### src/rtl/dram_port_arbiter.sv
`default_nettype none
// +--------------------------------------------------------------------------+
// | Module  : dram_port_arbiter                                              |
// | Brief   : Two-master arbiter for a single DRAM port: combinational grant,|
// |           bounded lock hold and registered read return. Define           |
// |           ARB_ROUND_ROBIN_EN for alternating contention, else m0 wins.   |
// | Revision: 1.0 - initial release                                          |
// +--------------------------------------------------------------------------+
module dram_port_arbiter #(
    parameter int MEM_AW   = 16,
    parameter int MAX_HOLD = 8
) (
    input  logic              clk,
    input  logic              resetn,
    input  logic              m0_req,
    input  logic              m0_lock,
    input  logic [3:0]        m0_we,
    input  logic [31:0]       m0_addr,
    input  logic [31:0]       m0_wdata,
    output logic              m0_gnt,
    output logic              m0_rvalid,
    output logic [31:0]       m0_rdata,
    input  logic              m1_req,
    input  logic              m1_lock,
    input  logic [3:0]        m1_we,
    input  logic [31:0]       m1_addr,
    input  logic [31:0]       m1_wdata,
    output logic              m1_gnt,
    output logic              m1_rvalid,
    output logic [31:0]       m1_rdata,
    output logic [MEM_AW-1:0] mem_a,
    output logic [3:0]        mem_we,
    output logic [31:0]       mem_d,
    input  logic [31:0]       mem_spo
);

    localparam logic [7:0] c_max_hold = 8'(MAX_HOLD);

    logic       r_owner;
    logic [7:0] r_hold_cnt;

    logic       w_own_req;
    logic       w_own_lock;
    logic       w_oth_req;
    logic       w_any_gnt;
    logic       w_sel;
    logic       w_contend_pick;
    logic [3:0] w_we_sel;
    logic       w_unused_addr;

    always_comb begin
        w_own_req  = r_owner ? m1_req  : m0_req;
        w_own_lock = r_owner ? m1_lock : m0_lock;
        w_oth_req  = r_owner ? m0_req  : m1_req;
        w_any_gnt  = m0_req | m1_req;
`ifdef ARB_ROUND_ROBIN_EN
        w_contend_pick = ~r_owner;
`else
        w_contend_pick = 1'b0;
`endif
        // Ordered rules: lock hold, expired hold with idle peer, contention, single.
        w_sel = m1_req;
        if (w_own_req && w_own_lock && (r_hold_cnt < c_max_hold)) begin
            w_sel = r_owner;
        end else if (w_own_req && !w_oth_req && (r_hold_cnt >= c_max_hold)) begin
            w_sel = r_owner;
        end else if (m0_req && m1_req) begin
            w_sel = w_contend_pick;
        end
    end

    assign m0_gnt   = w_any_gnt & ~w_sel;
    assign m1_gnt   = w_any_gnt &  w_sel;
    assign w_we_sel = w_sel ? m1_we : m0_we;
    assign mem_we   = w_any_gnt ? w_we_sel : 4'b0000;
    assign mem_a    = m1_gnt ? m1_addr[MEM_AW+1:2] : m0_addr[MEM_AW+1:2];
    assign mem_d    = w_sel ? m1_wdata : m0_wdata;

    // Byte offset and upper address bits never reach the word-addressed DRAM.
    assign w_unused_addr = ^{m0_addr, m1_addr};

    always_ff @(posedge clk or negedge resetn) begin
        if (!resetn) begin
            r_owner    <= 1'b1;
            r_hold_cnt <= 8'd0;
        end else if (!w_any_gnt) begin
            r_hold_cnt <= 8'd0;
        end else begin
            r_owner <= w_sel;
            if (w_sel != r_owner) begin
                r_hold_cnt <= 8'd1;
            end else if (w_oth_req && (r_hold_cnt != 8'hFF)) begin
                r_hold_cnt <= r_hold_cnt + 8'd1;
            end
        end
    end

    always_ff @(posedge clk or negedge resetn) begin
        if (!resetn) begin
            m0_rvalid <= 1'b0;
            m1_rvalid <= 1'b0;
            m0_rdata  <= 32'h0;
            m1_rdata  <= 32'h0;
        end else begin
            m0_rvalid <= m0_gnt && (m0_we == 4'b0000);
            m1_rvalid <= m1_gnt && (m1_we == 4'b0000);
            if (m0_gnt && (m0_we == 4'b0000)) begin
                m0_rdata <= mem_spo;
            end
            if (m1_gnt && (m1_we == 4'b0000)) begin
                m1_rdata <= mem_spo;
            end
        end
    end

endmodule
`default_nettype wire
### config.mk
export PLATFORM = sky130hd
export DESIGN_NAME = dram_port_arbiter
export DESIGN_NICKNAME = d
export VERILOG_FILES = /design/src/rtl/dram_port_arbiter.sv
export SDC_FILE = /design/constraint.sdc
export NUM_CORES = 1
export LEC_CHECK = 0
export BUFFER_PORTS_ARGS = -buffer_cell sky130_fd_sc_hd__buf_2
export CAP_MARGIN = 10
export CELL_PAD_IN_SITES_DETAIL_PLACEMENT = 1
export CELL_PAD_IN_SITES_GLOBAL_PLACEMENT = 1
export CORE_MARGIN = 4
export CORE_UTILIZATION = 26
export CTS_CLUSTER_DIAMETER = 40
export DETAILED_ROUTE_END_ITERATION = 7
export PLACE_DENSITY_LB_ADDON = 0.1
export SKIP_CTS_REPAIR_TIMING = 1
export SYNTH_ARGS = -nofsm -noshare
export SYNTH_HDL_FRONTEND = slang
export SYNTH_SLANG_ARGS = --single-unit
### constraint.sdc
create_clock -name clk -period 1.8 [get_ports clk]
set_input_delay 0.36 -clock clk [delete_from_list [all_inputs] [get_ports clk]]
set_output_delay 0.36 -clock clk [all_outputs]
set_load 0.02 [all_outputs]
==> impl_metrics.prom, run 1 <==
# TYPE chip_impl_metric gauge
chip_impl_metric{name="timing.final.hold_violations",unit=""} 0
chip_impl_metric{name="fmax",unit="MHz"} 439.3
chip_impl_metric{name="total_power_after_layout",unit="mW"} 6.251
chip_impl_info{name="violations",value="negative setup slack"} 1
chip_impl_metric{name="async_reset_ff_share",unit="%"} 100.0
chip_impl_metric{name="min_period_over_period",unit="%"} 126.5
chip_impl_info{name="rsz0062_at_grt",value="yes"} 1
chip_impl_metric{name="grt_pass1_vias",unit=""} 3558
chip_impl_metric{name="clock_latency",unit="ns"} 0.32
chip_impl_metric{name="post_layout_min_period",unit="ns"} 2.276
chip_impl_info{name="dominant_cells_by_area_after_synthesis",value="dfrtp_1, mux2_2, mux2_1, a22o_1, buf_6"} 1
chip_impl_metric{name="ioPinCount",unit=""} 294
chip_impl_info{name="synth-main-ff-cell",value="dfrtp_1"} 1
chip_impl_info{name="layout_commonest_cell",value="buf_2"} 1
chip_impl_info{name="setup.worst_path.start_class",value="flip-flop"} 1
chip_impl_metric{name="slew_viol_final",unit=""} 0
chip_impl_info{name="timing.hold.worst.class",value="in -> reg"} 1
chip_impl_metric{name="timing.max_slew.rel_slack",unit="%"} 58.58
chip_impl_metric{name="drt-pass1-iter-count",unit=""} 4
chip_impl_metric{name="ant_nets",unit=""} 0
chip_impl_info{name="outcome",value="finished, violations left"} 1
chip_impl_metric{name="multi_input_gate_area_in_the_final_layout",unit="sq um"} 1821
chip_impl_metric{name="synth_cell_types",unit=""} 39
chip_impl_metric{name="htree_num_levels",unit=""} 3
chip_impl_metric{name="final-setup-viol-count",unit=""} 118
chip_impl_metric{name="viasPerCell",unit=""} 4.480
chip_impl_metric{name="coreArea",unit="sq um"} 13830
chip_impl_metric{name="timing.clock.skew",unit="ns"} 0.003742
chip_impl_metric{name="synth_edf_count",unit=""} 0
chip_impl_metric{name="post_synth_xor_area_fraction",unit="%"} 0.7177
chip_impl_info{name="netlist.top_cell.by_area",value="dfrtp_1"} 1
chip_impl_metric{name="clk_pin_slew_worst_paths",unit="ns"} 0.06
chip_impl_metric{name="chipWidth",unit="um"} 126.7
chip_impl_info{name="crit_path_end_kind",value="output pin"} 1
chip_impl_metric{name="global_route_overflow",unit=""} 0
chip_impl_metric{name="multiplexer_share_of_the_synthesized_area",unit="%"} 35.30
chip_impl_metric{name="nets",unit=""} 728
chip_impl_info{name="clk_root_buffer_cell",value="clkbuf_16"} 1
chip_impl_metric{name="worst-slew-pin-transition",unit="ns"} 0.6201
chip_impl_metric{name="drt-initial-drc-count",unit=""} 76
chip_impl_metric{name="post-synth-top-area-fraction",unit="%"} 50.58
chip_impl_info{name="tritoncts_clock_tree",value="built"} 1
chip_impl_metric{name="core.rowCount",unit=""} 43
chip_impl_metric{name="worstPathArrival",unit="ns"} 1.92
chip_impl_metric{name="via_count",unit=""} 3306
chip_impl_metric{name="post-route-cell-area",unit="sq um"} 6007
chip_impl_metric{name="n_fill_cell",unit=""} 1543
chip_impl_metric{name="p_per_area",unit="nW/um^2"} 1041
chip_impl_metric{name="grt_first_pass_wirelength",unit="mm"} 20.15
chip_impl_metric{name="postSynthAreaPerCell",unit="sq um"} 13.87
chip_impl_metric{name="yosysWarnings",unit=""} 0
chip_impl_metric{name="ys_ff_latch",unit=""} 75
chip_impl_metric{name="clockBufferDepth",unit=""} 2
chip_impl_metric{name="pin_count_of_the_biggest_net_entering_global_routing",unit=""} 50
chip_impl_metric{name="remaining_drc_errors",unit=""} 0
chip_impl_metric{name="irDropWorstVdd",unit="V"} 0.0006623
chip_impl_metric{name="die_h",unit="um"} 126.7
chip_impl_metric{name="wl_per_cell",unit="um"} 19.01
chip_impl_metric{name="routed_wirelength",unit="mm"} 14.03
chip_impl_metric{name="final_layout_size_suffix_gt1_share",unit="%"} 76.84
chip_impl_metric{name="flow.area_growth_from_synthesis",unit="%"} 64.08
chip_impl_metric{name="place_hpwl",unit="mm"} 10.75
chip_impl_metric{name="cts-buffers-inserted",unit=""} 9
chip_impl_metric{name="synth_compound_area_share",unit="%"} 4.306
chip_impl_metric{name="grt.total_usage",unit="%"} 16.10
chip_impl_metric{name="numPortBuffers",unit=""} 260
chip_impl_metric{name="power.leakage",unit="nW"} 3.133
chip_impl_metric{name="fp.dieArea",unit="sq um"} 16040
chip_impl_metric{name="clock_sink_count",unit=""} 75
chip_impl_metric{name="critPathMaxFanout",unit=""} 14
chip_impl_metric{name="regArea",unit="sq um"} 1878
chip_impl_metric{name="floorplan.initialDensity",unit="%"} 26.48
chip_impl_info{name="dominant_combinational_cell_family_by_area_after_synthesis",value="multiplexers"} 1
chip_impl_metric{name="netlist_area",unit="sq um"} 3661
chip_impl_metric{name="post_synth_fa_ha_maj_area_fraction",unit="%"} 0.3418
chip_impl_metric{name="synth_simple_gate_area_share",unit="%"} 4.785
chip_impl_metric{name="max_cap_viol_count",unit=""} 0
chip_impl_metric{name="synth_seq_area_share",unit="%"} 51.30
chip_impl_metric{name="synth.net_count",unit=""} 439
chip_impl_info{name="critPathKind",value="reg -> out"} 1
chip_impl_metric{name="placed_cell_area",unit="sq um"} 5361
chip_impl_info{name="layout_common_cells",value="buf_2, mux2_2, dfrtp_1"} 1
chip_impl_metric{name="antenna_violations_before_repair",unit=""} 2
chip_impl_metric{name="finalSetupTns",unit="ns"} -28.32
chip_impl_metric{name="gp_congestion",unit=""} 0.9228
chip_impl_metric{name="worstPathRequired",unit="ns"} 1.44
chip_impl_metric{name="worst_slack",unit="ns"} -0.4764
chip_impl_metric{name="syn-instance-count",unit=""} 264
-- layout make-up --
type / count / area share, %
antenna: 1 / 0.04166
clock buffer: 11 / 4.207
clock inverter: 4 / 0.8123
inverter: 6 / 0.4582
multi-input combinational: 169 / 30.31
sequential: 75 / 31.26
tap: 180 / 3.749
timing repair buffer: 292 / 29.16
-- registers in the layout, indices dropped and copies added, names as in the netlist --
| signal | cells |
|---|---|
| r_owner | 1 |
| r_hold_cnt | 8 |
| m0_rdata | 32 |
| m0_rvalid | 1 |
| m1_rvalid | 1 |
| m1_rdata | 32 |
-- worst max-delay path, cell delays in order, from the launching register on --
cell	delay, ns
dfrtp_1	0.34
and4bb_2	0.27
a31oi_4	0.17
buf_4	0.15
buf_12	0.14
mux2_2	0.35
buf_2	0.16
-- metrics by stage --
step	hold WS [ns]	std cells	worst slack, ns	util [%]
finish	0.2716	738	-0.4764	43.44
global route	0.2519	738	-0.5459	43.44
CTS	-0.02786	729	-0.5085	40.96
detailed placement	0.3271	714	-0.2596	38.77
global placement	0.3195	714	-0.2503	38.77
floorplan	0.06441	264	-0.06476	-
-- logic make-up (layout without fill, tap and decap cells) --
kind of cell,after synthesis,after routing
AO/OA/AOI/OAI,21,21
XOR/XNOR,3,3
adder cells (fa/ha/maj),1,1
buffers and inverters,20,313
flip-flops,75,75
multiplexers,115,115
other,0,1
AND/OR/NAND/NOR,29,29
-- power by group --
part | switching [mW] | leakage [nW] | internal (mW) | total, mW
Combinational | 1.19 | 2.04 | 1.00 | 2.19
Sequential | 0.194 | 0.941 | 2.06 | 2.26
Clock | 0.663 | 0.152 | 1.14 | 1.80
-- worst paths after layout --
kind,startpoint,endpoint,slack [ns],cells past startpoint
setup / recovery,r_hold_cnt[5]$_DFFE_PN0P_,mem_a[14],-0.48,6
hold / removal,mem_spo[16],m1_rdata[16]$_DFFE_PN0P_,0.27,2
setup reg to reg,r_hold_cnt[3]$_DFFE_PN0P_,m1_rdata[16]$_DFFE_PN0P_,-0.12,7
hold reg to reg,m1_rdata[21]$_DFFE_PN0P_,m1_rdata[21]$_DFFE_PN0P_,0.49,1
max in group asynchronous,resetn,m1_rdata[12]$_DFFE_PN0P_,0.68,3
min in group asynchronous,resetn,m1_rdata[19]$_DFFE_PN0P_,0.52,2
-- per-layer routing --
metal,vias to the layer above,share of wire (%),GRT usage (%)
met5,-,0.086,0
met3,27,8.7,5.684
li1,1542,-,-
met1,1574,38,18.36
met2,161,50,27.33
met4,2,2.7,6.814
-- Yosys cell counts (2+ instances only) --
master	number
and2_1	2
mux2_1	29
or3_1	2
and3_1	2
a21oi_1	3
buf_4	4
mux2_2	84
clkbuf_1	2
a22o_1	4
inv_1	5
nor2_1	5
buf_2	5
o21ai_0	5
o211ai_1	3
xor2_1	2
dfrtp_1	74
nand3_1	3
mux2i_1	2
nand4_1	2
buf_6	3
nand2_1	5
(Power assumes the default switching activity.)
==> inputs of run 2 (changes only) <==
==> config.mk (replaced) <==
export PLATFORM = sky130hd
export DESIGN_NAME = dram_port_arbiter
export DESIGN_NICKNAME = d
export VERILOG_FILES = /design/src/rtl/dram_port_arbiter.sv
export SDC_FILE = /design/constraint.sdc
export NUM_CORES = 1
export LEC_CHECK = 0
export CAP_MARGIN = 10
export CELL_PAD_IN_SITES_DETAIL_PLACEMENT = 2
export CELL_PAD_IN_SITES_GLOBAL_PLACEMENT = 2
export CORE_MARGIN = 4
export CORE_UTILIZATION = 32
export CTS_CLUSTER_DIAMETER = 40
export DETAILED_ROUTE_END_ITERATION = 7
export DONT_BUFFER_PORTS = 1
export PLACE_DENSITY_LB_ADDON = 0.1
export SKIP_CTS_REPAIR_TIMING = 1
export SYNTH_ARGS = -nofsm -noshare
export SYNTH_HDL_FRONTEND = slang
export SYNTH_SLANG_ARGS = --single-unit
==> run 2 against run 1 <==
Effect of this change:
- the run ends with negative hold slack, negative setup slack left
- hold slack got worse by 0.55 ns
- core utilization down 0.82 points
- worst setup slack better by 0.023 ns
- final cell count down 40%
- count of clock-buffer cells in the layout is 1 lower
- combinational power shrank 56%
- global-route usage is 1.5 points higher
- fmax increased by 1.0%
- critical path type unchanged
==> impl_metrics.prom, run 2 (synthesis results as in run 1) <==
# TYPE chip_impl_metric gauge
chip_impl_info{name="crit_path_end_kind",value="output pin"} 1
chip_impl_metric{name="timing.final.hold_violations",unit=""} 75
chip_impl_info{name="layout_common_cells",value="dfrtp_1, mux2_2, mux2_4"} 1
chip_impl_metric{name="grt_pass1_vias",unit=""} 2698
chip_impl_metric{name="worstPathRequired",unit="ns"} 1.44
chip_impl_metric{name="worstPathArrival",unit="ns"} 1.89
chip_impl_metric{name="p_seq_share",unit="%"} 47.8
chip_impl_metric{name="slew_viol_final",unit=""} 0
chip_impl_metric{name="n_fill_cell",unit=""} 1072
chip_impl_info{name="timing.hold.worst.class",value="in -> async"} 1
chip_impl_metric{name="min_period_over_period",unit="%"} 125.2
chip_impl_info{name="violations",value="negative hold slack, negative setup slack"} 1
chip_impl_metric{name="pin_count_of_the_biggest_net_entering_global_routing",unit=""} 76
chip_impl_metric{name="power.leakage",unit="nW"} 2.161
chip_impl_metric{name="via_count",unit=""} 2405
chip_impl_metric{name="grt_first_pass_wirelength",unit="mm"} 16.93
chip_impl_metric{name="worst-slew-pin-transition",unit="ns"} 0.6617
chip_impl_metric{name="power.share.switching",unit="%"} 32.68
chip_impl_info{name="setup.worst_path.start_class",value="flip-flop"} 1
chip_impl_metric{name="antenna_violations_before_repair",unit=""} 0
chip_impl_metric{name="post-route-cell-area",unit="sq um"} 4702
chip_impl_info{name="tritoncts_clock_tree",value="built"} 1
chip_impl_metric{name="total_power_after_layout",unit="mW"} 5.919
chip_impl_metric{name="timing.clock.skew",unit="ns"} 0.007282
chip_impl_metric{name="final_layout_size_suffix_gt1_share",unit="%"} 52.00
chip_impl_info{name="layout_commonest_cell",value="dfrtp_1"} 1
chip_impl_metric{name="fmax",unit="MHz"} 443.8
chip_impl_metric{name="drt-initial-drc-count",unit=""} 44
chip_impl_metric{name="power.net_switching",unit="mW"} 1.934
chip_impl_metric{name="final_core_util",unit="%"} 42.63
chip_impl_metric{name="htree_num_levels",unit=""} 3
chip_impl_metric{name="irDropWorstVdd",unit="V"} 0.0007228
chip_impl_metric{name="critPathMaxFanout",unit=""} 7
chip_impl_metric{name="post_layout_min_period",unit="ns"} 2.253
chip_impl_metric{name="cts-buffers-inserted",unit=""} 9
chip_impl_metric{name="max_cap_viol_count",unit=""} 0
chip_impl_metric{name="p_int",unit="mW"} 3.985
chip_impl_metric{name="ant_nets",unit=""} 0
chip_impl_metric{name="chipWidth",unit="um"} 115.0
chip_impl_metric{name="worst_hold_margin",unit="ns"} -0.2831
chip_impl_metric{name="floorplan.initialDensity",unit="%"} 33.19
chip_impl_metric{name="worst_slack",unit="ns"} -0.4535
chip_impl_metric{name="combinational_share_of_power",unit="%"} 16.4
chip_impl_metric{name="placed_cell_area",unit="sq um"} 3973
chip_impl_metric{name="die_h",unit="um"} 115.0
chip_impl_info{name="rsz0062_at_grt",value="yes"} 1
chip_impl_info{name="outcome",value="finished, violations left"} 1
chip_impl_metric{name="timing.max_slew.rel_slack",unit="%"} 55.79
chip_impl_metric{name="place_hpwl",unit="mm"} 9.478
chip_impl_metric{name="core.rowCount",unit=""} 38
chip_impl_metric{name="antenna-diode-count",unit=""} 0
chip_impl_metric{name="clock_latency",unit="ns"} 0.34
chip_impl_metric{name="final-setup-viol-count",unit=""} 88
chip_impl_metric{name="clock_network_fraction_of_total_power",unit="%"} 35.8
chip_impl_metric{name="stdcell_count",unit=""} 440
chip_impl_metric{name="routed_wirelength",unit="mm"} 12.93
chip_impl_metric{name="gp_congestion",unit=""} 0.7783
chip_impl_metric{name="fp.dieArea",unit="sq um"} 13220
chip_impl_metric{name="clk_pin_slew_worst_paths",unit="ns"} 0.06
chip_impl_metric{name="clockBufferDepth",unit=""} 2
chip_impl_info{name="critPathKind",value="reg -> out"} 1
chip_impl_metric{name="wl_per_cell",unit="um"} 29.39
chip_impl_metric{name="grt.total_usage",unit="%"} 17.60
chip_impl_metric{name="numPortBuffers",unit=""} 0
chip_impl_metric{name="drt-pass1-iter-count",unit=""} 4
chip_impl_metric{name="viasPerCell",unit=""} 5.466
chip_impl_metric{name="ioPinCount",unit=""} 294
chip_impl_metric{name="nets",unit=""} 470
chip_impl_metric{name="flow.area_growth_from_synthesis",unit="%"} 28.43
chip_impl_metric{name="global_route_overflow",unit=""} 0
chip_impl_info{name="clk_root_buffer_cell",value="clkbuf_16"} 1
chip_impl_metric{name="place.detailed.instances",unit=""} 411
chip_impl_metric{name="remaining_drc_errors",unit=""} 0
chip_impl_metric{name="coreArea",unit="sq um"} 11030
chip_impl_metric{name="p_per_area",unit="nW/um^2"} 1259
chip_impl_info{name="biggestRegsByFlops",value="m0_rdata (32), m1_rdata (32), r_hold_cnt (8)"} 1
chip_impl_metric{name="clock_sink_count",unit=""} 75
## run 2: worst max-delay path, cell delays in order, from the launching register on
cell	delay, ns
dfrtp_1	0.36
and4bb_2	0.28
a31oi_4	0.24
buf_4	0.17
clkbuf_16	0.15
mux2_4	0.35
## run 2: power groups by stage
stage	clock [mW]	combinational, mW	sequential, mW
global placement	0	0.814	2.85
floorplan	0	0.718	2.71
global route	2.27	1.05	2.89
CTS	2.19	0.849	2.84
finish	2.12	0.972	2.83
detailed placement	0	0.844	2.86
## run 2: metrics by stage
step / setup TNS, ns / worst slack [ns]
after floorplan: -2.991 / -0.06476
after global placement: -3.665 / -0.1083
after detailed placement: -5.037 / -0.1290
after CTS: -26.43 / -0.5089
after global routing: -41.09 / -0.5076
final: -35.33 / -0.4535
## run 2: final timing paths
kind	start	endpoint	slack, ns	cells after the start
worst max-delay path	r_hold_cnt[5]$_DFFE_PN0P_	mem_a[4]	-0.45	5
worst min-delay path	resetn	r_hold_cnt[4]$_DFFE_PN0P_	-0.28	0
worst max register to register	r_hold_cnt[5]$_DFFE_PN0P_	m1_rdata[9]$_DFFE_PN0P_	-0.43	8
worst min register to register	r_hold_cnt[1]$_DFFE_PN0P_	r_hold_cnt[1]$_DFFE_PN0P_	0.57	2
max in group asynchronous	resetn	r_owner$_DFFE_PN1N_	1.91	0
min in group clk	m0_req	r_owner$_DFFE_PN1N_	0.08	1
## run 2: area by class of cell
type,count,area (sq um),share of cell area (%)
multi-input combinational,169,1859,39.54
inverter,6,27.53,0.5854
tap,140,175.2,3.725
clock inverter,6,111.4,2.368
sequential,75,1878,39.94
clock buffer,10,239.0,5.082
timing repair buffer,34,411.6,8.755
## run 2: routing by layer
| layer | GRT usage (%) | part of all wire, % | vias to the layer above |
|---|---|---|---|
| li1 | - | - | 1020 |
| met3 | 9.158 | 13 | 17 |
| met2 | 31.71 | 54 | 146 |
| met1 | 16.81 | 32 | 1222 |
| met5 | 0 | 0 | - |
| met4 | 7.121 | 2.0 | 0 |
